==> src/rtl/riscuinho_decode_issue.sv <==
// riscuinho_decode_issue: RV32I decode/issue stage that builds the ALU command
// behind one registered valid/ready slot; LUI/AUIPC/JAL/JALR are remapped to ADD.
module riscuinho_decode_issue #(
    parameter int DATA_WIDTH = 32,
    parameter int PC_WIDTH   = 32
) (
    input  logic                  clk,
    input  logic                  rst,
    input  logic                  flush,
    input  logic                  in_valid,
    output logic                  in_ready,
    input  logic [31:0]           in_instr,
    input  logic [PC_WIDTH-1:0]   in_pc,
    output logic [4:0]            rs1_addr,
    output logic [4:0]            rs2_addr,
    input  logic [DATA_WIDTH-1:0] rs1_data,
    input  logic [DATA_WIDTH-1:0] rs2_data,
    output logic                  out_valid,
    input  logic                  out_ready,
    output logic                  alu_E,
    output logic [15:0]           alu_op,
    output logic [DATA_WIDTH-1:0] alu_A,
    output logic [DATA_WIDTH-1:0] alu_B,
    output logic [DATA_WIDTH-1:0] out_rs2,
    output logic [DATA_WIDTH-1:0] out_cmp_a,
    output logic [PC_WIDTH-1:0]   out_link,
    output logic [4:0]            out_rd,
    output logic                  out_rd_we,
    output logic                  out_illegal
);
    logic [6:0]            w_opc, w_f7;
    logic [2:0]            w_f3;
    logic                  w_r, w_i, w_ld, w_st, w_br, w_jal, w_jalr, w_lui, w_aui, w_shift;
    logic                  w_known, w_illegal, w_accept, w_we;
    logic [15:0]           w_op;
    logic [DATA_WIDTH-1:0] w_pc_ext, w_imm_i, w_imm_s, w_imm_b, w_imm_j, w_imm_u, w_a, w_b;
    logic                  r_valid, r_e, r_we, r_ill;
    logic [15:0]           r_op;
    logic [DATA_WIDTH-1:0] r_a, r_b, r_rs2, r_cmp_a;
    logic [PC_WIDTH-1:0]   r_link;
    logic [4:0]            r_rd;

    assign w_opc    = in_instr[6:0];
    assign w_f3     = in_instr[14:12];
    assign w_f7     = in_instr[31:25];
    assign rs1_addr = in_instr[19:15];
    assign rs2_addr = in_instr[24:20];
    assign w_r      = w_opc == 7'b0110011;
    assign w_i      = w_opc == 7'b0010011;
    assign w_ld     = w_opc == 7'b0000011;
    assign w_st     = w_opc == 7'b0100011;
    assign w_br     = w_opc == 7'b1100011;
    assign w_jal    = w_opc == 7'b1101111;
    assign w_jalr   = w_opc == 7'b1100111;
    assign w_lui    = w_opc == 7'b0110111;
    assign w_aui    = w_opc == 7'b0010111;
    assign w_shift  = w_i && w_f3[1:0] == 2'b01;
    assign w_known  = w_r | w_i | w_ld | w_st | w_br | w_jal | w_jalr | w_lui | w_aui;

    // instr[25]=1 on a shift makes funct7 neither 0 nor 0100000, so it is covered here
    assign w_illegal = !w_known
        || (w_r && !(w_f7 == 7'd0 || (w_f7 == 7'b0100000 && (w_f3 == 3'b000 || w_f3 == 3'b101))))
        || (w_shift && !(w_f7 == 7'd0 || (w_f7 == 7'b0100000 && w_f3 == 3'b101)))
        || (w_ld && (w_f3 == 3'b011 || w_f3[2:1] == 2'b11))
        || (w_st && w_f3 > 3'b010)
        || (w_br && w_f3[2:1] == 2'b01)
        || (w_jalr && w_f3 != 3'b000);

    assign w_pc_ext = DATA_WIDTH'(in_pc);
    assign w_imm_i  = {{20{in_instr[31]}}, in_instr[31:20]};
    assign w_imm_s  = {{20{in_instr[31]}}, in_instr[31:25], in_instr[11:7]};
    assign w_imm_b  = {{19{in_instr[31]}}, in_instr[31], in_instr[7], in_instr[30:25], in_instr[11:8], 1'b0};
    assign w_imm_j  = {{11{in_instr[31]}}, in_instr[31], in_instr[19:12], in_instr[20], in_instr[30:21], 1'b0};
    assign w_imm_u  = {in_instr[31:12], 12'd0};

    assign w_op = w_illegal ? 16'h0000
                : (w_jal | w_jalr | w_lui | w_aui) ? 16'h0033
                : (w_r | w_shift) ? {in_instr[30:25], w_f3, w_opc}
                : {6'd0, w_f3, w_opc};
    assign w_a  = (w_illegal | w_lui) ? '0 : (w_br | w_jal | w_aui) ? w_pc_ext : rs1_data;
    assign w_b  = w_illegal ? '0
                : w_r ? rs2_data
                : w_shift ? DATA_WIDTH'(in_instr[24:20])
                : w_st ? w_imm_s
                : w_br ? w_imm_b
                : w_jal ? w_imm_j
                : (w_lui | w_aui) ? w_imm_u
                : w_imm_i;
    assign w_we = !w_illegal && !w_st && !w_br && in_instr[11:7] != 5'd0;

    assign in_ready = !r_valid || out_ready;
    assign w_accept = in_valid && in_ready;

    always_ff @(posedge clk or posedge rst) begin
        if (rst) begin
            r_valid <= 1'b0;
            r_e     <= 1'b0;
            r_op    <= '0;
            r_a     <= '0;
            r_b     <= '0;
            r_rs2   <= '0;
            r_cmp_a <= '0;
            r_link  <= '0;
            r_rd    <= '0;
            r_we    <= 1'b0;
            r_ill   <= 1'b0;
        end else begin
            r_valid <= flush ? 1'b0 : w_accept ? 1'b1 : out_ready ? 1'b0 : r_valid;
            if (w_accept) begin
                r_e     <= !w_illegal;
                r_op    <= w_op;
                r_a     <= w_a;
                r_b     <= w_b;
                r_rs2   <= rs2_data;
                r_cmp_a <= rs1_data;
                r_link  <= in_pc + PC_WIDTH'(4);
                r_rd    <= in_instr[11:7];
                r_we    <= w_we;
                r_ill   <= w_illegal;
            end
        end
    end

    assign out_valid   = r_valid;
    assign alu_E       = r_e;
    assign alu_op      = r_op;
    assign alu_A       = r_a;
    assign alu_B       = r_b;
    assign out_rs2     = r_rs2;
    assign out_cmp_a   = r_cmp_a;
    assign out_link    = r_link;
    assign out_rd      = r_rd;
    assign out_rd_we   = r_we;
    assign out_illegal = r_ill;
endmodule

==> config.mk <==
export PLATFORM = sky130hd
export DESIGN_NAME = riscuinho_decode_issue
export DESIGN_NICKNAME = d
export VERILOG_FILES = /design/src/rtl/riscuinho_decode_issue.sv
export SDC_FILE = /design/constraint.sdc
export NUM_CORES = 1
export LEC_CHECK = 0
export BUFFER_PORTS_ARGS = -buffer_cell sky130_fd_sc_hd__buf_4
export CAP_MARGIN = 25
export CORE_MARGIN = 2
export CORE_UTILIZATION = 35
export DETAILED_ROUTE_END_ITERATION = 12
export PLACE_DENSITY = 0.66
export SKIP_LAST_GASP = 1
export SYNTH_ARGS = -nofsm -noshare
export SYNTH_HDL_FRONTEND = slang
export SYNTH_SLANG_ARGS = --single-unit
export TNS_END_PERCENT = 100
==> constraint.sdc <==
create_clock -name clk -period 5.1 [get_ports clk]
set_clock_uncertainty 0.05 [all_clocks]
set_input_delay 0.51 -clock clk [delete_from_list [all_inputs] [get_ports clk]]
set_output_delay 0.51 -clock clk [all_outputs]
set_load 0.05 [all_outputs]
==> results.py <==
metrics = {
    "setup_path": {
        "worstPathMaxFanout": 49,
        "cp-endpoint": "alu_op[6]$_DFFE_PP0P_",
        "slowest_stage": "a2111o_2",
        "r2r_setup_slack_ps": 2410,
        "cp_data_arrival_time_ps": 2950,
        "worstSetupStartpointType": "register",
        "reg2reg_depth": 5,
        "crit_start": "out_valid$_DFFE_PP0P_",
        "r2r_start": "out_valid$_DFFE_PP0P_",
        "cpPeakStageDelay_ps": 860,
        "crit_path_end_kind": "register",
        "path_cells": "nand2b_1, nand2_4, a2111o_2, buf_4, o41ai_1",
        "worstPathRequired_ps": 5360,
        "r2r-end": "alu_op[6]$_DFFE_PP0P_",
        "path_class": "register to register",
    },
    "timing": {
        "fmax_mhz": 372,
        "setup_ws_ps": 2410,
        "max_slew_margin_pct": 34.3,
        "finalCriticalPeriod_ps": 2690,
        "rsz0062_at_grt": "no",
        "hold_viol": 0,
        "finalSetupTns_ps": 0,
        "setup_viol": 0,
        "worst_slew_pin_slew_ps": 985,
        "min_period_over_period_pct": 52.7,
        "maxSlewViolCount": 0,
    },
    "die": {
        "ios": 329,
        "die_h_um": 161,
        "coreArea_um2": 24300,
        "dieWidth_um": 161,
        "dieArea_um2": 26000,
        "initial_utilization_pct": 35.6,
        "rows": 57,
    },
    "synth": {
        "netlist_instances": 913,
        "yosys-top-cells-count": "nand2_1 (330), dfrtp_1 (185), o31ai_1 (69)",
        "synth_area_per_cell_um2": 9.48,
        "ys_top_cells_by_area": "dfrtp_1 (53%), nand2_1 (14%), o31ai_1 (6.0%)",
        "synth_top_cell_area_share_pct": 53.5,
        "ys_seq_area_share_pct": 53.5,
        "ys.flop_type": "dfrtp_1",
        "syn_area_um2": 8650,
        "synth_edf_count": 0,
        "synth_nets": 1047,
        "yosysTopAreaCell": "dfrtp_1",
        "yosysMostFrequentCell": "nand2_1",
        "synth.distinct_cells": 58,
        "yosysWarnings": 0,
        "async_flop_share_pct": 100,
        "ys_ff_latch": 185,
    },
    "global_route": {
        "grt_usage_pct": 21.7,
        "grt_max_degree": 104,
        "overflow": 0,
        "grt_pass1_wl_um": 44200,
        "antenna_found_initial": 0,
        "grt_pass1_vias": 7557,
    },
    "worst_hold_path": {
        "hp-class": "input port to asynchronous set/reset pin",
    },
    "power": {
        "internal_power_mw": 2.53,
        "seq_power_share_pct": 41.1,
        "p_per_area_nw_per_um2": 334,
        "max-vdd-ir-drop_uv": 189,
        "leakage_nw": 5.84,
        "swShare_pct": 36.3,
        "pwr-share-comb_pct": 25.3,
        "p_switching_mw": 1.44,
        "pwr-share-clk_pct": 33.6,
    },
    "clock_tree": {
        "cts-resized-gates": 0,
        "path_clk_slew_ps": 80,
        "numCtsBuffers": 17,
        "clockRootBuffer": "clkbuf_16",
        "cts_tree": "done",
        "cts_hold_buffers": 0,
        "clock_tree.htree_level_count": 4,
        "cts_sinks": 185,
        "clockBufferDepth": 2,
        "post_cts_buffers": 0,
        "clk_latency_ps": 430,
    },
    "cells_and_area": {
        "layout-drive-gt1-share_pct": 32.9,
        "syn_to_final_growth_pct": 37.7,
        "final_cells": 1537,
        "antenna_cells": 0,
        "final_nets": 1334,
        "n_fill_cell": 2370,
    },
    "route": {
        "drc": 0,
        "drt-total-wl_um": 28600,
        "firstDrtPassIters": 5,
        "routedWlPerCell_um": 18.6,
        "ant_nets": 0,
        "first_iter_violations": 619,
        "vias": 7719,
        "viasPerCell": 5.02,
    },
    "placed_design": {
        "dp_slack_ps": 2010,
        "place_hpwl_um": 20400,
        "io_buffers": 328,
        "place_congestion": 0.824,
        "dp.cells": 1504,
    },
    "run_status": {
        "status": "completed",
    },
    "run": {
        "maxCapViolCount": 0,
    },
}
==> final cells by class <==
type / count / area (um^2) / share of cell area [%]
Tap cell: 324 / 405 / 3.40
Clock buffer: 18 / 429 / 3.60
Multi-Input combinational cell: 642 / 3640 / 30.6
Clock inverter: 14 / 154 / 1.29
Sequential cell: 185 / 4630 / 38.8
Timing Repair Buffer: 339 / 2600 / 21.8
Inverter: 15 / 60.1 / 0.504
==> worst min path at each step <==
| stage | start | end | slack (ps) | cells past startpoint |
|---|---|---|---|---|
| after detailed placement | alu_op[6]$_DFFE_PP0P_ | alu_op[6]$_DFFE_PP0P_ | 410 | 2 |
| after CTS | rst | out_rs2[8]$_DFFE_PP0P_ | 40 | 2 |
| final | rst | out_rs2[8]$_DFFE_PP0P_ | 30 | 2 |
| after floorplan | flush | out_valid$_DFFE_PP0P_ | 520 | 1 |
| after global routing | rst | out_rs2[8]$_DFFE_PP0P_ | 50 | 2 |
| after global placement | out_rs2[3]$_DFFE_PP0P_ | out_rs2[3]$_DFFE_PP0P_ | 410 | 2 |
==> logic make-up (layout without fill, tap and decap cells) <==
kind of cell / Yosys count / in the layout / synth area share (%)
and+or+nand+nor: 417 / 417 / 20.8
DFF: 185 / 185 / 53.5
AOI/OAI and AO/OA: 162 / 162 / 14.1
buffers and inverters: 86 / 386 / 4.74
muxes: 33 / 33 / 3.82
xor gates and xnor gates: 29 / 29 / 2.94
adders and majority gates: 1 / 1 / 0.145
==> worst max-delay path: cells and delay by family, from the launching register on <==
family,cells,cell delay [ps]
compound gates,2,1210
buf+inv,1,410
flops,1,390
simple gates,2,500
==> state kept, by name, summed over array words and instances, names as in the netlist <==
name         count
alu_A           32
alu_B           32
alu_E            1
alu_op          16
out_cmp_a       32
out_illegal      1
out_link        32
out_rd           5
out_rd_we        1
out_rs2         32
out_valid        1
==> per-stage QoR <==
| stage | instance area (um^2) | hold WS [ps] | power [mW] | util, % |
|---|---|---|---|---|
| 6_report | 11900 | 33.7 | 3.98 | 49.0 |
| 2_1_floorplan | 8660 | 523 | 2.29 | - |
| 4_1_cts | 11900 | 36.6 | 4.02 | 48.9 |
| 3_5_place_dp | 11300 | 414 | 2.68 | 46.5 |
| 3_3_place_gp | 11300 | 410 | 2.67 | 46.4 |
| 5_1_grt | 11900 | 47.8 | 4.15 | 49.0 |
==> per-layer routing <==
metal / vias to the layer above / wire length [um] / global-route usage [%]
met5: - / 0 / 0
met4: 0 / 624 / 6.78
met3: 39 / 1620 / 4.55
met2: 266 / 13900 / 35.2
met1: 3736 / 12500 / 29.5
li1: 3678 / - / -
==> power by group through the flow <==
stage	logic, mW	registers, mW	clock network, mW
2_1_floorplan	0.237	2.05	0
3_3_place_gp	1.01	1.66	0
3_5_place_dp	1.01	1.66	0
4_1_cts	1.01	1.64	1.37
5_1_grt	1.06	1.65	1.43
6_report	1.01	1.64	1.33
==> layout by cell type, fill, tap and decap left out, types with 7 or more instances in the layout <==
master	netlist	layout
mux2i_1	33	33
clkbuf_16	0	17
nor2_1	18	18
dfrtp_1	185	185
o21ai_0	37	37
inv_1	15	14
nor3_1	12	12
o31ai_1	69	69
nand2_1	330	329
a221oi_1	9	9
and2_1	9	8
a22oi_1	11	11
xor2_1	7	7
xnor2_1	22	22
buf_4	14	336
nand3_1	10	10
a221oi_2	10	10
(Power assumes the default switching activity.)
